===== src/rtl/user_ddr_arbiter.sv =====
`default_nettype none
// ============================================================================
// Module   : user_ddr_arbiter
// Purpose  : Round-robin read/write arbiter onto a MIG-style DDR app interface.
// Revision : 1.0 - initial release
// ============================================================================
module user_ddr_arbiter #(
    parameter int ADDR_W     = 32,
    parameter int MAX_RD_OUT = 64
) (
    input  logic              i_ddr_clk,
    input  logic              i_rst_n,
    input  logic              i_ddr_rd_req,
    output logic              o_ddr_rd_ack,
    input  logic [ADDR_W-1:0] i_ddr_rd_addr,
    output logic              o_ddr_rd_data_valid,
    output logic [255:0]      o_ddr_rd_data,
    input  logic              i_ddr_wr_req,
    output logic              o_ddr_wr_ack,
    input  logic [ADDR_W-1:0] i_ddr_wr_addr,
    input  logic [255:0]      i_ddr_wr_data,
    input  logic [31:0]       i_ddr_wr_be_n,
    output logic              o_app_en,
    output logic [2:0]        o_app_cmd,
    output logic [ADDR_W-1:0] o_app_addr,
    input  logic              i_app_rdy,
    output logic              o_app_wdf_wren,
    output logic              o_app_wdf_end,
    output logic [255:0]      o_app_wdf_data,
    output logic [31:0]       o_app_wdf_mask,
    input  logic              i_app_wdf_rdy,
    input  logic [255:0]      i_app_rd_data,
    input  logic              i_app_rd_data_valid,
    input  logic              i_app_rd_data_end
);

    localparam logic [7:0] c_max_rd_out = 8'(MAX_RD_OUT);
    localparam logic [2:0] c_cmd_wr     = 3'b000;
    localparam logic [2:0] c_cmd_rd     = 3'b001;

    typedef enum logic [2:0] {
        S_IDLE     = 3'd0,
        S_RD_CMD   = 3'd1,
        S_WR_BEAT0 = 3'd2,
        S_WR_BEAT1 = 3'd3,
        S_WR_CMD   = 3'd4
    } state_t;

    state_t            r_state;
    logic              r_last_grant_wr;
    logic [7:0]        r_rd_out;
    logic [ADDR_W-1:0] r_cmd_addr;
    logic              r_rd_data_valid;
    logic [255:0]      r_rd_data;

    logic w_rd_ok;
    logic w_both;
    logic w_grant_rd;
    logic w_grant_wr;
    logic w_app_en;
    logic w_wdf_active;
    logic w_rd_accept;
    logic w_rd_done;

    // On a tie the side that did not win last time is granted.
    assign w_rd_ok    = i_ddr_rd_req && (r_rd_out < c_max_rd_out);
    assign w_both     = w_rd_ok && i_ddr_wr_req;
    assign w_grant_rd = (r_state == S_IDLE) && (w_both ? r_last_grant_wr : w_rd_ok);
    assign w_grant_wr = (r_state == S_IDLE) && (w_both ? !r_last_grant_wr : i_ddr_wr_req);

    assign w_app_en     = (r_state == S_RD_CMD) || (r_state == S_WR_CMD);
    assign w_wdf_active = (r_state == S_WR_BEAT0) || (r_state == S_WR_BEAT1);
    assign w_rd_accept  = (r_state == S_RD_CMD) && i_app_rdy;
    assign w_rd_done    = i_app_rd_data_valid && i_app_rd_data_end && (r_rd_out != 8'd0);

    always_ff @(posedge i_ddr_clk or negedge i_rst_n) begin
        if (!i_rst_n) begin
            r_state         <= S_IDLE;
            r_last_grant_wr <= 1'b1;
            r_cmd_addr      <= '0;
        end else begin
            case (r_state)
                S_IDLE: begin
                    if (w_grant_rd) begin
                        r_state         <= S_RD_CMD;
                        r_cmd_addr      <= i_ddr_rd_addr;
                        r_last_grant_wr <= 1'b0;
                    end else if (w_grant_wr) begin
                        r_state         <= S_WR_BEAT0;
                        r_cmd_addr      <= i_ddr_wr_addr;
                        r_last_grant_wr <= 1'b1;
                    end
                end
                S_RD_CMD:   if (i_app_rdy)     r_state <= S_IDLE;
                S_WR_BEAT0: if (i_app_wdf_rdy) r_state <= S_WR_BEAT1;
                S_WR_BEAT1: if (i_app_wdf_rdy) r_state <= S_WR_CMD;
                S_WR_CMD:   if (i_app_rdy)     r_state <= S_IDLE;
                default:                       r_state <= S_IDLE;
            endcase
        end
    end

    always_ff @(posedge i_ddr_clk or negedge i_rst_n) begin
        if (!i_rst_n) begin
            r_rd_out <= 8'd0;
        end else begin
            case ({w_rd_accept, w_rd_done})
                2'b10:   r_rd_out <= r_rd_out + 8'd1;
                2'b01:   r_rd_out <= r_rd_out - 8'd1;
                default: r_rd_out <= r_rd_out;
            endcase
        end
    end

    always_ff @(posedge i_ddr_clk or negedge i_rst_n) begin
        if (!i_rst_n) begin
            r_rd_data_valid <= 1'b0;
            r_rd_data       <= '0;
        end else begin
            r_rd_data_valid <= i_app_rd_data_valid;
            r_rd_data       <= i_app_rd_data;
        end
    end

    assign o_ddr_rd_ack        = w_rd_accept;
    assign o_ddr_wr_ack        = w_wdf_active && i_app_wdf_rdy;
    assign o_ddr_rd_data_valid = r_rd_data_valid;
    assign o_ddr_rd_data       = r_rd_data;
    assign o_app_en            = w_app_en;
    assign o_app_cmd           = (r_state == S_RD_CMD) ? c_cmd_rd : c_cmd_wr;
    assign o_app_addr          = w_app_en ? r_cmd_addr : '0;
    assign o_app_wdf_wren      = w_wdf_active;
    assign o_app_wdf_end       = (r_state == S_WR_BEAT1);
    assign o_app_wdf_data      = w_wdf_active ? i_ddr_wr_data : '0;
    assign o_app_wdf_mask      = w_wdf_active ? i_ddr_wr_be_n : '0;

endmodule
`default_nettype wire


===== config.mk =====
export PLATFORM = sky130hd
export DESIGN_NAME = user_ddr_arbiter
export DESIGN_NICKNAME = d
export VERILOG_FILES = /design/src/rtl/user_ddr_arbiter.sv
export SDC_FILE = /design/constraint.sdc
export NUM_CORES = 1
export LEC_CHECK = 0
export ABC_AREA = 1
export BUFFER_PORTS_ARGS = -buffer_cell sky130_fd_sc_hd__buf_2
export CAP_MARGIN = 20
export CELL_PAD_IN_SITES_DETAIL_PLACEMENT = 1
export CELL_PAD_IN_SITES_GLOBAL_PLACEMENT = 2
export CORE_AREA = 3 3 466 468
export CTS_CLUSTER_DIAMETER = 150
export DETAILED_ROUTE_END_ITERATION = 16
export DIE_AREA = 0 0 469 471
export PLACE_DENSITY = 0.45
export SLEW_MARGIN = 20
export SYNTH_ARGS = -nofsm -noshare
export SYNTH_HDL_FRONTEND = slang
export SYNTH_SLANG_ARGS = --single-unit

===== constraint.sdc =====
create_clock -name i_ddr_clk -period 2.15 [get_ports i_ddr_clk]
set_clock_uncertainty 0.05 [all_clocks]
set_input_delay 0.215 -clock i_ddr_clk [delete_from_list [all_inputs] [get_ports i_ddr_clk]]
set_output_delay 0.215 -clock i_ddr_clk [all_outputs]
set_load 0.01 [all_outputs]

==> out/qor.yml <==
hp-class: "in -> reg"
core-area_mm2: 0.2140
cts.reportedPaths.clkPinSlew_ns: 0.06
cp_max_fo: 32
peakVddDrop_v: 0.0006858
cts_sinks: 301
yosys_warnings: 0
synthAdderAreaFrac_pct: 0.9207
synth-simple-area-share_pct: 17.42
drive_gt1_share_pct: 52.71
netlist_area_mm2: 0.01169
final_max_slew_viol_count: 0
period_minus_slack_ns: 2.366
syn_inst: 1313
arrival_ns: 2.10
seq_area_frac_synth_pct: 64.46
avgSynthCellArea_um2: 8.901
synthDistinctLibCells: 32
setup_violations: 297
grt_pass1_wl_mm: 194.7
grt_usage_pct: 13.86
critPathSlowestCell: "dfrtp_1"
use_met1_pct: 15.23
place_area_mm2: 0.02159
drc: 0
portBuffers: 1198
gp_congestion: 0.9473
vias: 16260
avgViaCountPerCell: 2.767
antenna_found_initial: 256
hold_violations: 0
wl_per_cell_um: 27.79
die_w_um: 469
ios: 1201
cp-end-kind: "primary output"
synth-compound-area-share_pct: 2.152
worst_slack_ns: -0.2158
yosys_register_bits: 301
dieHeight_um: 471
critPathKind: "reg -> out"
final_common_cell: "buf_2"
rsz0062_at_grt: "true"
busiest_layer: "met2"
start_util_pct: 5.462
regArea_mm2: 0.007533
rows: 170
multiInputGateArea_mm2: 0.003341
area_delta_synth_final_pct: 150.2
detail-route-antenna-nets: 0
grt_pass1_vias: 16920
worstPathRequired_ns: 1.88
worstSetupStartpointType: "flop"
fmax_ghz: 0.4227
clk_latency_ns: 0.63
grt_overflow_total: 0
p_leak_nw: 14.98
place_hpwl_mm: 144.8
slew_headroom_pct: 59.91
drt-total-wl_mm: 163.3
cts.path.max_buffers: 3
grt_use_met3_pct: 9.732
synth-xor-area-share_pct: 0.1499
tightest_slew_ns: 0.6013
cts_root_buf: "clkbuf_16"
cts_tree: "done"
min_period_over_period_pct: 110.0
place_ws_ns: -0.2072
status: "complete, but fails checks"
nFillCells: 25550
mostFrequentLayoutCells: "buf_2 (1009), inv_1 (370), dlygate4sd3_1 (327)"
grt_max_degree: 56
cap_violations: 0
muxShareOfSynthArea_pct: 0
htreeDepth: 2
max_stage_delay_ns: 0.40
drt_iter0_markers: 575
powerDensity_mw_per_mm2: 1138
first_pass_iters: 5
violations: "negative setup slack"
crit_chain: "buf_6 > nor2_4 > nand2_2 > nand2_4 > inv_4 > buf_12 > nor2_4 > buf_6"
final_cell_area_mm2: 0.02924
numCtsBuffers: 44
synth_top_family_by_area: "simple AND/OR/NAND/NOR gates"
dieArea_mm2: 0.2209
rrSetupSlack_ns: -0.07
gr-usage-met2_pct: 22.02
fin_nets: 3565
[Yosys cell counts]
cell | instances | area (um^2)
nor2_4 | 1 | 11.26
xnor2_1 | 1 | 8.760
fa_1 | 1 | 20.02
clkbuf_1 | 1 | 3.750
nand2_4 | 2 | 22.52
nor3_1 | 1 | 5.000
a21oi_1 | 6 | 30.03
inv_1 | 374 | 1404
dfrtp_1 | 300 | 7507
nand3b_1 | 2 | 15.01
nand2_2 | 2 | 12.51
nor4_1 | 1 | 6.260
nor2_2 | 2 | 12.51
nor2_1 | 363 | 1363
o21bai_1 | 1 | 7.510
nand4_1 | 1 | 6.260
conb_1 | 1 | 3.750
ha_1 | 7 | 87.58
nand2_1 | 141 | 529.3
o21ai_1 | 30 | 150.1
inv_4 | 2 | 12.51
o21ai_0 | 10 | 50.05
buf_2 | 35 | 175.2
buf_6 | 10 | 112.6
xor2_1 | 1 | 8.760
nand3_1 | 8 | 40.04
dfstp_2 | 1 | 26.28
o21a_1 | 1 | 7.510
and2_1 | 1 | 6.260
or2_2 | 1 | 6.260
buf_4 | 4 | 30.03
a31oi_1 | 1 | 6.260
[critical path, delay by kind of cell (launching register included)]
| kind | cells | cell delay (ns) |
|---|---|---|
| buffers and inverters | 4 | 0.45 |
| flip-flops | 1 | 0.40 |
| AND/OR/NAND/NOR | 4 | 0.52 |
[registers in the layout, indices dropped and copies added (netlist names)]
register             flops
r_cmd_addr              32
r_state                  3
r_last_grant_wr          1
o_ddr_rd_data_valid      1
r_rd_out                 8
o_ddr_rd_data          256
[through the flow]
stage / power [mW] / hold WS [ns] / utilization (%) / std cells / setup TNS, ns
global placement: 19.66 / 0.1693 / 10.09 / 5366 / -1.162
CTS: 29.88 / 0.03024 / 12.62 / 5775 / -50.67
finish: 33.28 / 0.1115 / 13.67 / 5877 / -23.85
floorplan: 11.73 / -0.1306 / - / 1314 / 0
global route: 35.34 / 0.1084 / 13.63 / 5848 / -61.70
detailed placement: 19.59 / 0.1764 / 10.09 / 5366 / -0.9141
[final cells by class]
class / count / area share [%]
tap: 2838 / 12.14
clock buffer: 58 / 4.184
sequential: 301 / 25.76
clock inverter: 22 / 1.472
multi-input combinational: 587 / 11.42
antenna: 64 / 0.5476
timing repair buffer: 1631 / 39.61
inverter: 376 / 4.860
[report_power, final]
part	internal, mW	switching, mW	total [mW]
Combinational	7.45	10.8	18.3
Clock	5.14	3.16	8.30
Sequential	6.33	0.348	6.68
Total	18.9	14.4	33.3
[worst paths after layout]
kind                                from            endpoint  cells past startpoint
setup / recovery              r_state[0]      o_app_addr[25]                      8
max in group asynchronous        i_rst_n    o_ddr_rd_data[3]                      3
min in group asynchronous        i_rst_n  o_ddr_rd_data[145]                      2
hold / removal              i_ddr_rd_req      r_cmd_addr[31]                      6
hold reg to reg            r_cmd_addr[0]       r_cmd_addr[0]                      2
setup reg to reg             r_rd_out[2]         r_rd_out[6]                     13
[cell families (layout without fill, tap and decap cells)]
logic type | after synthesis | in the layout
buffers and inverters | 426 | 2087
DFF | 301 | 301
AOI/OAI and AO/OA | 49 | 49
other | 1 | 66
xor gates and xnor gates | 2 | 2
adders and majority gates | 8 | 8
and+or+nand+nor | 526 | 526
[what timing repair did]
| item | in CTS | in global routing |
|---|---|---|
| endpoints found under the setup margin | 303 | 322 |
| setup buffers | 0 | 15 |
| pin swaps | 2 | 36 |
| endpoints found under the hold margin | 592 | 0 |
| gates resized for setup | 139 | 486 |
| gates cloned | 2 | 23 |
| hold buffers | 327 | 0 |
[layer usage]
layer	part of all wire, %	vias to the layer above
li1	-	7000
met1	38	7681
met2	44	1018
met3	15	439
met4	2.4	124
met5	0.45	-
Power figures use the tool's default switching activity.
